--- src/rtl/uart_io_ctrl.sv ---
// Processor-side UART controller: port decode, status/data read mux,
// deferred UART config, baud divisor and a single pending/ack interrupt.
module uart_io_ctrl #(
    parameter logic [3:0] RST_BAUD = 4'd4,
    parameter logic [2:0] RST_FMT  = 3'b000,
    parameter logic [1:0] RST_IEN  = 2'b00
) (
    input  logic        clk,
    input  logic        reset,
    input  logic [15:0] port_id,
    input  logic [7:0]  out_port,
    input  logic        write_strobe,
    input  logic        read_strobe,
    input  logic        int_ack,
    input  logic        txrdy,
    input  logic        rxrdy,
    input  logic        ferr,
    input  logic        perr,
    input  logic        ovf,
    input  logic [7:0]  rx_data,
    output logic [7:0]  in_port,
    output logic        interrupt,
    output logic        tx_load,
    output logic [7:0]  tx_data,
    output logic        rx_clr,
    output logic [18:0] k,
    output logic        eight,
    output logic        pen,
    output logic        ohel
);

    typedef enum logic [1:0] {
        IRQ_IDLE,
        IRQ_ASSERT,
        IRQ_WAIT
    } irq_state_e;

    function automatic logic [18:0] baud_k(input logic [3:0] code);
        logic [18:0] r;
        case (code)
            4'd0:    r = 19'd333333;
            4'd1:    r = 19'd83333;
            4'd2:    r = 19'd41667;
            4'd3:    r = 19'd20833;
            4'd4:    r = 19'd10417;
            4'd5:    r = 19'd5208;
            4'd6:    r = 19'd2604;
            4'd7:    r = 19'd1736;
            4'd8:    r = 19'd868;
            4'd9:    r = 19'd434;
            4'd10:   r = 19'd217;
            4'd11:   r = 19'd109;
            default: r = 19'd10417;
        endcase
        return r;
    endfunction

    logic       wr_tx, wr_cfg, wr_ien;
    logic       rd_rx, rd_st;
    logic       tx_edge, rx_edge, ack_take;
    logic [7:0] status;

    logic        tx_load_q, tx_load_d;
    logic [7:0]  tx_data_q, tx_data_d;
    logic        rx_clr_q, rx_clr_d;
    logic [2:0]  sticky_q, sticky_d;
    logic [6:0]  shadow_q, shadow_d;
    logic [6:0]  active_q, active_d;
    logic        cfg_pend_q, cfg_pend_d;
    logic [1:0]  ien_q, ien_d;
    logic [18:0] k_q, k_d;
    logic        txrdy_q, txrdy_d;
    logic        rxrdy_q, rxrdy_d;
    logic        tx_pend_q, tx_pend_d;
    logic        rx_pend_q, rx_pend_d;
    irq_state_e  state_q, state_d;

    always_comb begin
        wr_tx  = write_strobe && (port_id == 16'd0);
        wr_cfg = write_strobe && (port_id == 16'd2);
        wr_ien = write_strobe && (port_id == 16'd3);
        rd_rx  = read_strobe && (port_id == 16'd0);
        rd_st  = read_strobe && (port_id == 16'd1);
    end

    assign status = {rx_pend_q, tx_pend_q, cfg_pend_q,
                     sticky_q, rxrdy, txrdy};

    always_comb begin
        in_port = 8'h00;
        case (port_id)
            16'd0:   in_port = rx_data;
            16'd1:   in_port = status;
            16'd2:   in_port = {1'b0, shadow_q};
            16'd3:   in_port = {6'b0, ien_q};
            default: in_port = 8'h00;
        endcase
    end

    always_comb begin
        tx_load_d = wr_tx;
        tx_data_d = wr_tx ? out_port : tx_data_q;
        rx_clr_d  = rd_rx;
        // A fresh error in the clearing cycle must survive the clear
        sticky_d  = (rd_st ? 3'b000 : sticky_q) | {ovf, perr, ferr};
        ien_d     = wr_ien ? out_port[1:0] : ien_q;

        active_d   = active_q;
        shadow_d   = shadow_q;
        cfg_pend_d = cfg_pend_q;
        if (cfg_pend_q && txrdy && !tx_load_q) begin
            active_d   = shadow_q;
            cfg_pend_d = 1'b0;
        end
        if (wr_cfg) begin
            shadow_d   = out_port[6:0];
            cfg_pend_d = 1'b1;
        end
        k_d = baud_k(active_d[6:3]);
    end

    always_comb begin
        txrdy_d   = txrdy;
        rxrdy_d   = rxrdy;
        tx_edge   = txrdy && !txrdy_q && ien_q[0];
        rx_edge   = rxrdy && !rxrdy_q && ien_q[1];
        ack_take  = (state_q == IRQ_ASSERT) && int_ack;
        tx_pend_d = (tx_pend_q && !ack_take) || tx_edge;
        rx_pend_d = (rx_pend_q && !ack_take) || rx_edge;
    end

    always_comb begin
        state_d = state_q;
        case (state_q)
            IRQ_IDLE: begin
                if (tx_pend_q || rx_pend_q) state_d = IRQ_ASSERT;
            end
            IRQ_ASSERT: begin
                if (int_ack) state_d = IRQ_WAIT;
            end
            IRQ_WAIT: state_d = IRQ_IDLE;
            default:  state_d = IRQ_IDLE;
        endcase
    end

    always_ff @(posedge clk or negedge reset) begin
        if (!reset) begin
            tx_load_q  <= 1'b0;
            tx_data_q  <= 8'h00;
            rx_clr_q   <= 1'b0;
            sticky_q   <= 3'b000;
            shadow_q   <= {RST_BAUD, RST_FMT};
            active_q   <= {RST_BAUD, RST_FMT};
            cfg_pend_q <= 1'b0;
            ien_q      <= RST_IEN;
            k_q        <= baud_k(RST_BAUD);
            txrdy_q    <= 1'b0;
            rxrdy_q    <= 1'b0;
            tx_pend_q  <= 1'b0;
            rx_pend_q  <= 1'b0;
            state_q    <= IRQ_IDLE;
        end else begin
            tx_load_q  <= tx_load_d;
            tx_data_q  <= tx_data_d;
            rx_clr_q   <= rx_clr_d;
            sticky_q   <= sticky_d;
            shadow_q   <= shadow_d;
            active_q   <= active_d;
            cfg_pend_q <= cfg_pend_d;
            ien_q      <= ien_d;
            k_q        <= k_d;
            txrdy_q    <= txrdy_d;
            rxrdy_q    <= rxrdy_d;
            tx_pend_q  <= tx_pend_d;
            rx_pend_q  <= rx_pend_d;
            state_q    <= state_d;
        end
    end

    assign tx_load   = tx_load_q;
    assign tx_data   = tx_data_q;
    assign rx_clr    = rx_clr_q;
    assign k         = k_q;
    assign eight     = active_q[0];
    assign pen       = active_q[1];
    assign ohel      = active_q[2];
    assign interrupt = (state_q == IRQ_ASSERT);

endmodule

--- config.mk ---
export PLATFORM = sky130hd
export DESIGN_NAME = uart_io_ctrl
export DESIGN_NICKNAME = d
export VERILOG_FILES = /design/src/rtl/uart_io_ctrl.sv
export SDC_FILE = /design/constraint.sdc
export NUM_CORES = 1
export LEC_CHECK = 0
export CAP_MARGIN = 20
export CORE_ASPECT_RATIO = 0.5
export CORE_UTILIZATION = 28
export CTS_CLUSTER_DIAMETER = 200
export DETAILED_ROUTE_END_ITERATION = 7
export PLACE_DENSITY_LB_ADDON = 0.25
export SLEW_MARGIN = 25
export SYNTH_ARGS = -nofsm -noshare
export SYNTH_HDL_FRONTEND = slang
export SYNTH_SLANG_ARGS = --single-unit
--- constraint.sdc ---
create_clock -name clk -period 1.9 [get_ports clk]
set_clock_uncertainty 0.2 [all_clocks]
set_input_delay 0.57 -clock clk [delete_from_list [all_inputs] [get_ports clk]]
set_output_delay 0.57 -clock clk [all_outputs]
set_load 0.005 [all_outputs]
==> results of run 1 <==
-- worst reg2reg max path, stage by stage, from the launching register on --
cell and delay (ns):
sky130_fd_sc_hd__dfrtp_1 0.40, sky130_fd_sc_hd__buf_6 0.13, sky130_fd_sc_hd__nand3b_4 0.15, sky130_fd_sc_hd__mux2i_4 0.28
sky130_fd_sc_hd__buf_6 0.15, sky130_fd_sc_hd__inv_8 0.05, sky130_fd_sc_hd__ha_4 0.30, sky130_fd_sc_hd__nand2_4 0.07
sky130_fd_sc_hd__o22ai_2 0.17
-- cells by family after synthesis --
kind of cell / synth area share
buffers and inverters: 0.02909
DFF: 0.5554
and+or+nand+nor: 0.1409
AOI/OAI and AO/OA: 0.08984
muxes: 0.1526
other: 0.001530
adders and majority gates: 0.03063
-- cells in the final DEF (no fill, tap or decap), types with 4 or more instances in the layout --
master / instances
sky130_fd_sc_hd__dfrtp_1: 46
sky130_fd_sc_hd__nor2_2: 7
sky130_fd_sc_hd__clkbuf_16: 5
sky130_fd_sc_hd__dfstp_2: 8
sky130_fd_sc_hd__a21oi_2: 6
sky130_fd_sc_hd__ha_4: 6
sky130_fd_sc_hd__dlymetal6s2s_1: 11
sky130_fd_sc_hd__buf_4: 50
sky130_fd_sc_hd__buf_6: 28
sky130_fd_sc_hd__clkdlybuf4s50_1: 20
sky130_fd_sc_hd__mux2i_1: 7
sky130_fd_sc_hd__nor2_1: 9
sky130_fd_sc_hd__nand2_1: 8
sky130_fd_sc_hd__o21ai_0: 4
sky130_fd_sc_hd__buf_2: 11
sky130_fd_sc_hd__dlygate4sd2_1: 27
sky130_fd_sc_hd__mux2_2: 17
sky130_fd_sc_hd__a21oi_1: 7
-- through the flow --
stage	std cells	hold slack (ns)
floorplan	198	0.07441
global placement	428	0.2131
detailed placement	428	0.2261
CTS	455	0.2357
global route	464	0.2742
finish	464	0.2325
-- power groups by stage --
stage                     clock [uW]  combinational (uW)  sequential (uW)
after floorplan                    0                39.2             1180
after CTS                        937                 199             1160
after global routing             986                 216             1160
after detailed placement           0                 191             1180
after global placement             0                 186             1180
final                            911                 200             1160
-- routing by layer --
metal / up-vias / wire length [um]
met4: 0 / 132
met2: 37 / 3670
met3: 12 / 221
li1: 1012 / -
met5: - / 0
met1: 1020 / 3054
-- registers in the layout, indices dropped and copies added, names as in the netlist, 2 cells and up --
| name | count |
|---|---|
| active_q | 7 |
| ien_q | 2 |
| k | 18 |
| shadow_q | 7 |
| state_q | 2 |
| sticky_q | 3 |
| tx_data | 8 |
-- cell type report --
type                    count  area share
multi-input cells         131      0.3014
flip-flops and latches     54      0.3079
inverters                   6    0.009055
repair buffers            153      0.3166
well taps                 112     0.03169
clock buffers               7     0.03226
clock inverters             1    0.001132
-- path summary, 6_finish.rpt --
kind,start,endpoint,slack [ns],cells past startpoint
worst max register to register,cfg_pend_q$_DFFE_PN0P_,k[2]$_DFF_PN0_,-0.07,8
min in group asynchronous,reset,tx_data[1]$_DFFE_PN0P_,0.51,2
worst min-delay path,rxrdy_q$_DFF_PN0_,rx_pend_q$_DFF_PN0_,0.23,1
worst max-delay path,port_id[6],in_port[7],-0.46,7
max in group asynchronous,reset,k[7]$_DFF_PN1_,0.41,3
worst min register to register,rxrdy_q$_DFF_PN0_,rx_pend_q$_DFF_PN0_,0.23,1
-- timing repair --
| action | 4_1_cts | 5_1_grt |
|---|---|---|
| endpoints found under the setup margin | 73 | 55 |
| hold buffers | 1 | 0 |
| hold endpoints to repair | 12 | 0 |
| buffers inserted | 20 | 9 |
| pin swaps | 20 | 25 |
| cloned | 0 | 0 |
| gates resized for setup | 141 | 64 |
==> impl_summary.md, run 1 <==
Critical path
The critical path is of the in -> out type. On the worst path, the slowest cell contributes a delay of 0.28 ns. Of all nets on the critical path, the largest fanout is 3.

Traced cell by cell, the critical path runs through buf_6 -> nor4_4 -> nand4_1 -> buf_6 -> buf_6 -> nor3_2 -> buf_2. Grouping stages by cell kind, the critical path spends the most delay in simple AND/OR/NAND/NOR gates. Among the stages of the critical path, the cell type that occurs most often is sky130_fd_sc_hd__buf_6. The critical path data required time is 1.13 ns. The slowest stage of the critical path belongs to the cell sky130_fd_sc_hd__nor4_4.

STA classifies the critical path endpoint as an output pin. The arrival time of the worst setup path is 1.59 ns. The kind of start point of the critical path is an input port.

Together, buffers and inverters on the worst path number 4.

Pwr
The net switching power is 475.1 uW. The combinational group share of total power is 0.088. The internal power of the cells totals 1792 uW. The leakage power figure is 0.002194 uW.

The switching part of the total power is 0.2096. The ratio of total power to cell area is 512.7 nW/um^2. The design draws 2267 uW. Of the total power, registers draw 0.510. The peak supply drop is 328.5 uV. The clock share of power is 0.402.

Final layout
The footprint of the flip-flops and latches is 1361 um^2. The filler cells instantiated in the layout total 711. The final layout contains 399 nets. The post-route cell area is 4422 um^2. The number of antenna diodes in the final layout is 0. The utilization after layout is 0.5372.

Of the cells placed in the final design, the portion with a size suffix greater than 1 is 0.5199. The area added between synthesis and finish is 80.40%. The area of the multi-input gates is 1333 um^2.

STA
The number of failing setup endpoints in the final timing report is 29. Setup repair after global routing could not meet its margin everywhere. Timing would allow up to 423.9 MHz. The number of hold violations in the final report came to 0. After layout, the minimum clock period comes to 2.359 ns.

Adding up every negative setup slack in the final design gives -4.042 ns. The number of slew-limit violations in the final report came to 0. In the post-route analysis, the smallest setup slack over all paths is -0.4588 ns. The ratio of final minimum period to clock period is 1.241.

Place
Before CTS, the worst setup slack after placement is -1.187 ns. The HPWL reported at the end of detailed placement is 5.125 mm. The congestion estimate from routability-driven global placement came to 0.8487. Buffers placed on the I/O ports in this run total 81. The post-place instance area is 3787 um^2.

Floorplan
Pin placement for this block handled 83 I/O pins. The full die area is 9155 um^2. The count of standard-cell rows is 23. In this run the vertical extent of the chip is 68.16 um. The initial utilization of the core area, before any placement, comes to 0.2978. The width of the die is 134.3 um.

The core region is 8230 um^2.

Outcome
The run finished, with violations left. The final reports fail on setup timing.

Detailed routing
Once detail routing completed, the nets flagged for antenna violations numbered 0. Wires add up to 7.078 mm. The routed wirelength normalized by instance count is 15.25 um. The via count of the routed design is 2,081. The detail-routed via count per cell is 4.485. The number of iterations in the first detailed-routing pass is 4. In this run, the number of DRC markers left after iteration 0 of detailed routing was 77. After detailed routing, the number of remaining DRC violations is 0.

Clock network
The clock net in this run drives a total of 54 sinks. The clock-pin slew on the worst setup and hold paths is 0.07 ns. The CTS tree is yes.

The H-tree depth is 2. Clock latency on the worst-skew pair, taken at its later pin, is 0.29 ns. The root buffer cell chosen for the clock tree is sky130_fd_sc_hd__clkbuf_16. Clock tree synthesis inserted a total of 5 buffers. The maximum buffer depth of the clock tree is 2.

GRT
The total overflow left after global routing is 0. In the global route stage, met2 resource usage came out at 0.2759. The global routing stage identified its most utilized layer as met2.

For met1 alone, demand over resource in global routing was 0.1887. The overall track demand over capacity in global routing is 0.1544. Entering global routing, the biggest net connects 43 pins. The number of global-route vias before repair is 2,165. In the global route stage, met3 resource usage came out at 0.03778. The first global-routing pass estimated 10.67 mm of wire. The initial antenna violation count is 0.

Yosys
The library cell with the largest summed area after synthesis is sky130_fd_sc_hd__dfrtp_1. The fraction of synthesized cell area taken by the top area cell type is 0.4696. The commonest cells after synthesis are 46 x sky130_fd_sc_hd__dfrtp_1, 20 x sky130_fd_sc_hd__mux2_2, 17 x sky130_fd_sc_hd__nor2_1, 13 x sky130_fd_sc_hd__a21oi_1, 11 x sky130_fd_sc_hd__nand2_1. During synthesis, Yosys emitted a total of 0 warnings. The most common cell in the netlist is sky130_fd_sc_hd__dfrtp_1. The number of nets in the synthesized netlist is 246.

The share of flip-flops with an asynchronous set or reset is 1.000. The number of storage elements in the synthesis netlist is 54. For this run, the leading register cell type out of synthesis is sky130_fd_sc_hd__dfrtp_1. Counting distinct cell types in the post-synthesis netlist gives 45. Of the synthesized area, sequential elements account for 0.5554. Ranked by total cell area, the synthesized netlist is headed by sky130_fd_sc_hd__dfrtp_1 47%, sky130_fd_sc_hd__mux2_2 9.2%, sky130_fd_sc_hd__dfstp_2 8.6%, sky130_fd_sc_hd__mux2i_1 3.7%, sky130_fd_sc_hd__ha_1 3.1%.

Synthesis handed over a netlist of 198 instances. Yosys mapped a number of flops with a built-in enable equal to 0. The average cell area after synthesis is 12.38 um^2. The netlist area before placement is 2451 um^2.

Flow run
Max-cap violations in this run came to 0.

Hold path
The worst min-delay path class is reg -> reg.
(Power assumes the default switching activity.)
==> run 2: changes to the inputs <==
--- a/config.mk
+++ b/config.mk
@@ -7,6 +7,7 @@
 export LEC_CHECK = 0
 export CAP_MARGIN = 20
 export CORE_ASPECT_RATIO = 0.5
+export CORE_MARGIN = 10
 export CORE_UTILIZATION = 28
 export CTS_CLUSTER_DIAMETER = 200
 export DETAILED_ROUTE_END_ITERATION = 7
==> impl_summary.md, run 2 (synthesis gave the netlist of run 1 again) <==
Outcome
Outcome: complete, but fails checks (unchanged). Failing checks: setup timing (unchanged).

Critical path
The slowest cell on the critical path is sky130_fd_sc_hd__nor4_4 (unchanged). The delay of the slowest cell on the worst path is 0.26 ns (was 0.28 ns). The setup slack on the worst flop-to-flop path is 0.06 ns (was -0.07 ns). The capture instance of the worst register-to-register path was k[3]$_DFF_PN0_ (was k[2]$_DFF_PN0_).

The critical path data required time came to 1.13 ns (about the same). The arrival time of the worst setup path is 1.60 ns (was 1.59 ns). The number of cells on the worst reg-to-reg path came to 6 (was 8). The critical path endpoint category is an output pin (unchanged). The kind of start point of the critical path is an input port (unchanged). The startpoint of the most critical setup path is port_id[3] (was port_id[6]). The worst setup path endpoint is in_port[4] (was in_port[7]). The logic depth of the worst setup path including buffers is 7 (unchanged). The worst path buffer plus inverter count was 4 (unchanged).

The critical path start-end classification is in -> out (unchanged). The largest fanout of any net on the critical path came to 5 (was 3). The worst reg2reg path startpoint is shadow_q[5]$_DFFE_PN1P_ (was cfg_pend_q$_DFFE_PN0P_). The dominant delay contributor by cell family on the critical path is buffers and inverters (was simple AND/OR/NAND/NOR gates). Cell-by-cell trace of the critical path: buf_2 -> nor4_4 -> nand4_1 -> buf_6 -> buf_6 -> nor2_2 -> buf_2 (was buf_6 -> nor4_4 -> nand4_1 -> buf_6 -> buf_6 -> nor3_2 -> buf_2).

Floorplan
The count of standard-cell rows was 24 (was 23). The count of boundary I/O pins is 83 (unchanged). The initial core utilization is 0.2844 (was 0.2978). The width of the die is 152.3 um (was 134.3 um). The placeable core region is 8618 um^2 (was 8230 um^2). The full die area is 13,120 um^2 (was 9155 um^2). The floorplan die height is 86.16 um (was 68.16 um).

STA
RSZ-0062 raised after global routing: yes (unchanged). The ratio of final minimum period to clock period was 1.246 (was 1.241). The minimum period implied by the final worst setup slack is 2.368 ns (was 2.359 ns).

The fmax is 422.3 MHz (was 423.9 MHz). The number of hold violations in the final report is 0 (unchanged). The number of slew-limit violations in the final report is 0 (unchanged). The worst hold margin is 0.2347 ns (was 0.2325 ns).

The number of failing setup endpoints in the final timing report is 11 (was 29). The least setup slack across all paths after layout is -0.4678 ns (was -0.4588 ns).

GRT
The first-pass GRT wire length is 11.76 mm (was 10.67 mm). The met3 track demand over resource was 0.03297 (was 0.03778). The global-route met1 utilization came to 0.1255 (was 0.1887). The met2 global-route usage is 0.1958 (was 0.2759). The most heavily used metal layer in global routing is met2 (unchanged). The initial antenna violation count came to 0 (unchanged). The overall track demand over capacity in global routing came to 0.1101 (was 0.1544). The number of global-route vias before repair is 2,251 (was 2,165). The remaining global-route overflow is 0 (unchanged). The pin count of the biggest net entering global routing was 34 (was 43).

Clock network
The worst-skew pair later-pin latency is 0.29 ns (about the same). The clock-pin slew on the worst setup and hold paths is 0.07 ns (about the same). The maximum buffer depth of the clock tree is 2 (unchanged).

The H-tree depth is 2 (unchanged). The root buffer selected by CTS was sky130_fd_sc_hd__clkbuf_16 (unchanged). The number of CTS-inserted buffers came to 5 (unchanged). The clock net sink count is 54 (unchanged). The CTS tree is yes (unchanged).

Place
The worst slack after detailed placement was -1.241 ns (was -1.187 ns). The number of placed cells counting well taps is 437 (was 428). The count of buffers from port buffering came to 81 (unchanged). The placer congestion estimate came to 0.8668 (was 0.8487).

The HPWL reported at the end of detailed placement is 5.773 mm (was 5.125 mm).

Detailed routing
The wire length reported by the detailed router was 7.332 mm (was 7.078 mm). The initial detailed-routing violation count is 96 (was 77). The detail-routed via count per cell is 4.426 (was 4.485). The number of iterations in the first detailed-routing pass is 4 (unchanged). The routed wirelength normalized by instance count is 15.87 um (was 15.25 um). The number of routed nets with antenna violations came to 0 (unchanged). The via count of the routed design is 2,045 (was 2,081). The residual DRC count was 0 (unchanged).

Final layout
The total inserted antenna cells is 0 (unchanged). The flip-flop count of the largest register after layout came to 18 (unchanged). The proportion of layout cells with a drive suffix above 1 is 0.4725 (was 0.5199).

The post-layout instance count excluding filler cells was 462 (was 464). The area added between synthesis and finish came to 71.67% (was 80.40%). Most frequent cells in the layout: 53 x sky130_fd_sc_hd__buf_4, 46 x sky130_fd_sc_hd__dfrtp_1, 26 x sky130_fd_sc_hd__dlygate4sd2_1 (was 50 x sky130_fd_sc_hd__buf_4, 46 x sky130_fd_sc_hd__dfrtp_1, 28 x sky130_fd_sc_hd__buf_6). The layout net count was 392 (was 399). The most common library cell in the layout ignoring fill and taps was sky130_fd_sc_hd__buf_4 (unchanged).

Pwr
The peak supply drop was 386.0 uV (was 328.5 uV). The leakage power figure was 0.002118 uW (was 0.002194 uW). The ratio of total power to cell area is 538.5 nW/um^2 (was 512.7 nW/um^2).

Flow run
The max-cap check violation count is 0 (unchanged).

Hold path
The worst min-delay path class is reg -> reg (unchanged).
==> run 2: changes by cell type in the layout (fill, tap and decap cells not counted), sizes merged <==
cell / previous run / this run
dlygate4sd2: 27 / 26
clkdlybuf4s15: 3 / 4
clkdlybuf4s50: 20 / 19
buf: 91 / 86
dlymetal6s2s: 11 / 10
==> run 2: worst min-delay path by stage <==
stage	cells past startpoint	slack [ns]	end	startpoint
finish	1	0.23	rx_pend_q$_DFF_PN0_	rxrdy_q$_DFF_PN0_
global route	1	0.28	tx_pend_q$_DFF_PN0_	txrdy_q$_DFF_PN0_
CTS	1	0.25	rx_pend_q$_DFF_PN0_	rxrdy_q$_DFF_PN0_
detailed placement	1	0.23	state_q[0]$_DFFE_PN0P_	state_q[1]$_DFFE_PN0P_
global placement	1	0.21	state_q[0]$_DFFE_PN0P_	state_q[1]$_DFFE_PN0P_
floorplan	0	0.07	active_q[0]$_DFFE_PN0P_	reset
==> run 2: report_power, final <==
part / internal (uW) / switching, uW / total (uW)
registers: 1150 / 1.67 / 1160
clock network: 523 / 383 / 906
logic: 116 / 87.3 / 203
total: 1790 / 472 / 2270
==> run 2: cell type report <==
| type | instances | area (um^2) |
|---|---|---|
| clock buffers | 7 | 142.6 |
| repair buffers | 146 | 1304 |
| multi-input cells | 131 | 1224 |
| flip-flops and latches | 54 | 1361 |
| inverters | 6 | 25.02 |
| well taps | 117 | 146.4 |
| clock inverters | 1 | 5.005 |
| fillers | 779 | 4410 |
==> run 2: worst register-to-register path: stages (launching register included) <==
cell and delay (ns):
sky130_fd_sc_hd__dfstp_2 0.55, sky130_fd_sc_hd__buf_4 0.13, sky130_fd_sc_hd__and4b_1 0.26, sky130_fd_sc_hd__a21oi_4 0.05, sky130_fd_sc_hd__buf_4 0.17, sky130_fd_sc_hd__nor3_2 0.26, sky130_fd_sc_hd__o21bai_1 0.15
==> run 2: stage by stage <==
stage / utilization / instance area (um^2) / total power (uW) / TNS (ns)
final: 0.4882 / 4208 / 2266 / -3.181
after global routing: 0.4882 / 4208 / 2351 / -4.977
after CTS: 0.4731 / 4078 / 2294 / -3.567
after detailed placement: 0.4451 / 3836 / 1376 / -38.16
after global placement: 0.4451 / 3836 / 1370 / -36.26
after floorplan: - / 2552 / 1216 / -1.608
==> run 2: per-layer routing <==
metal / vias up / wire length, um
li1: 1004 / -
met1: 989 / 3051
met2: 41 / 3796
met3: 11 / 373
met4: 0 / 111
met5: - / 0
==> run 2: timing repair <==
item / 4_1_cts / 5_1_grt
hold buffers: 1 / 0
hold endpoints to repair: 11 / 0
resized for setup: 150 / 30
pin swaps: 16 / 19
setup endpoints to repair: 74 / 49
buffers inserted: 11 / 7
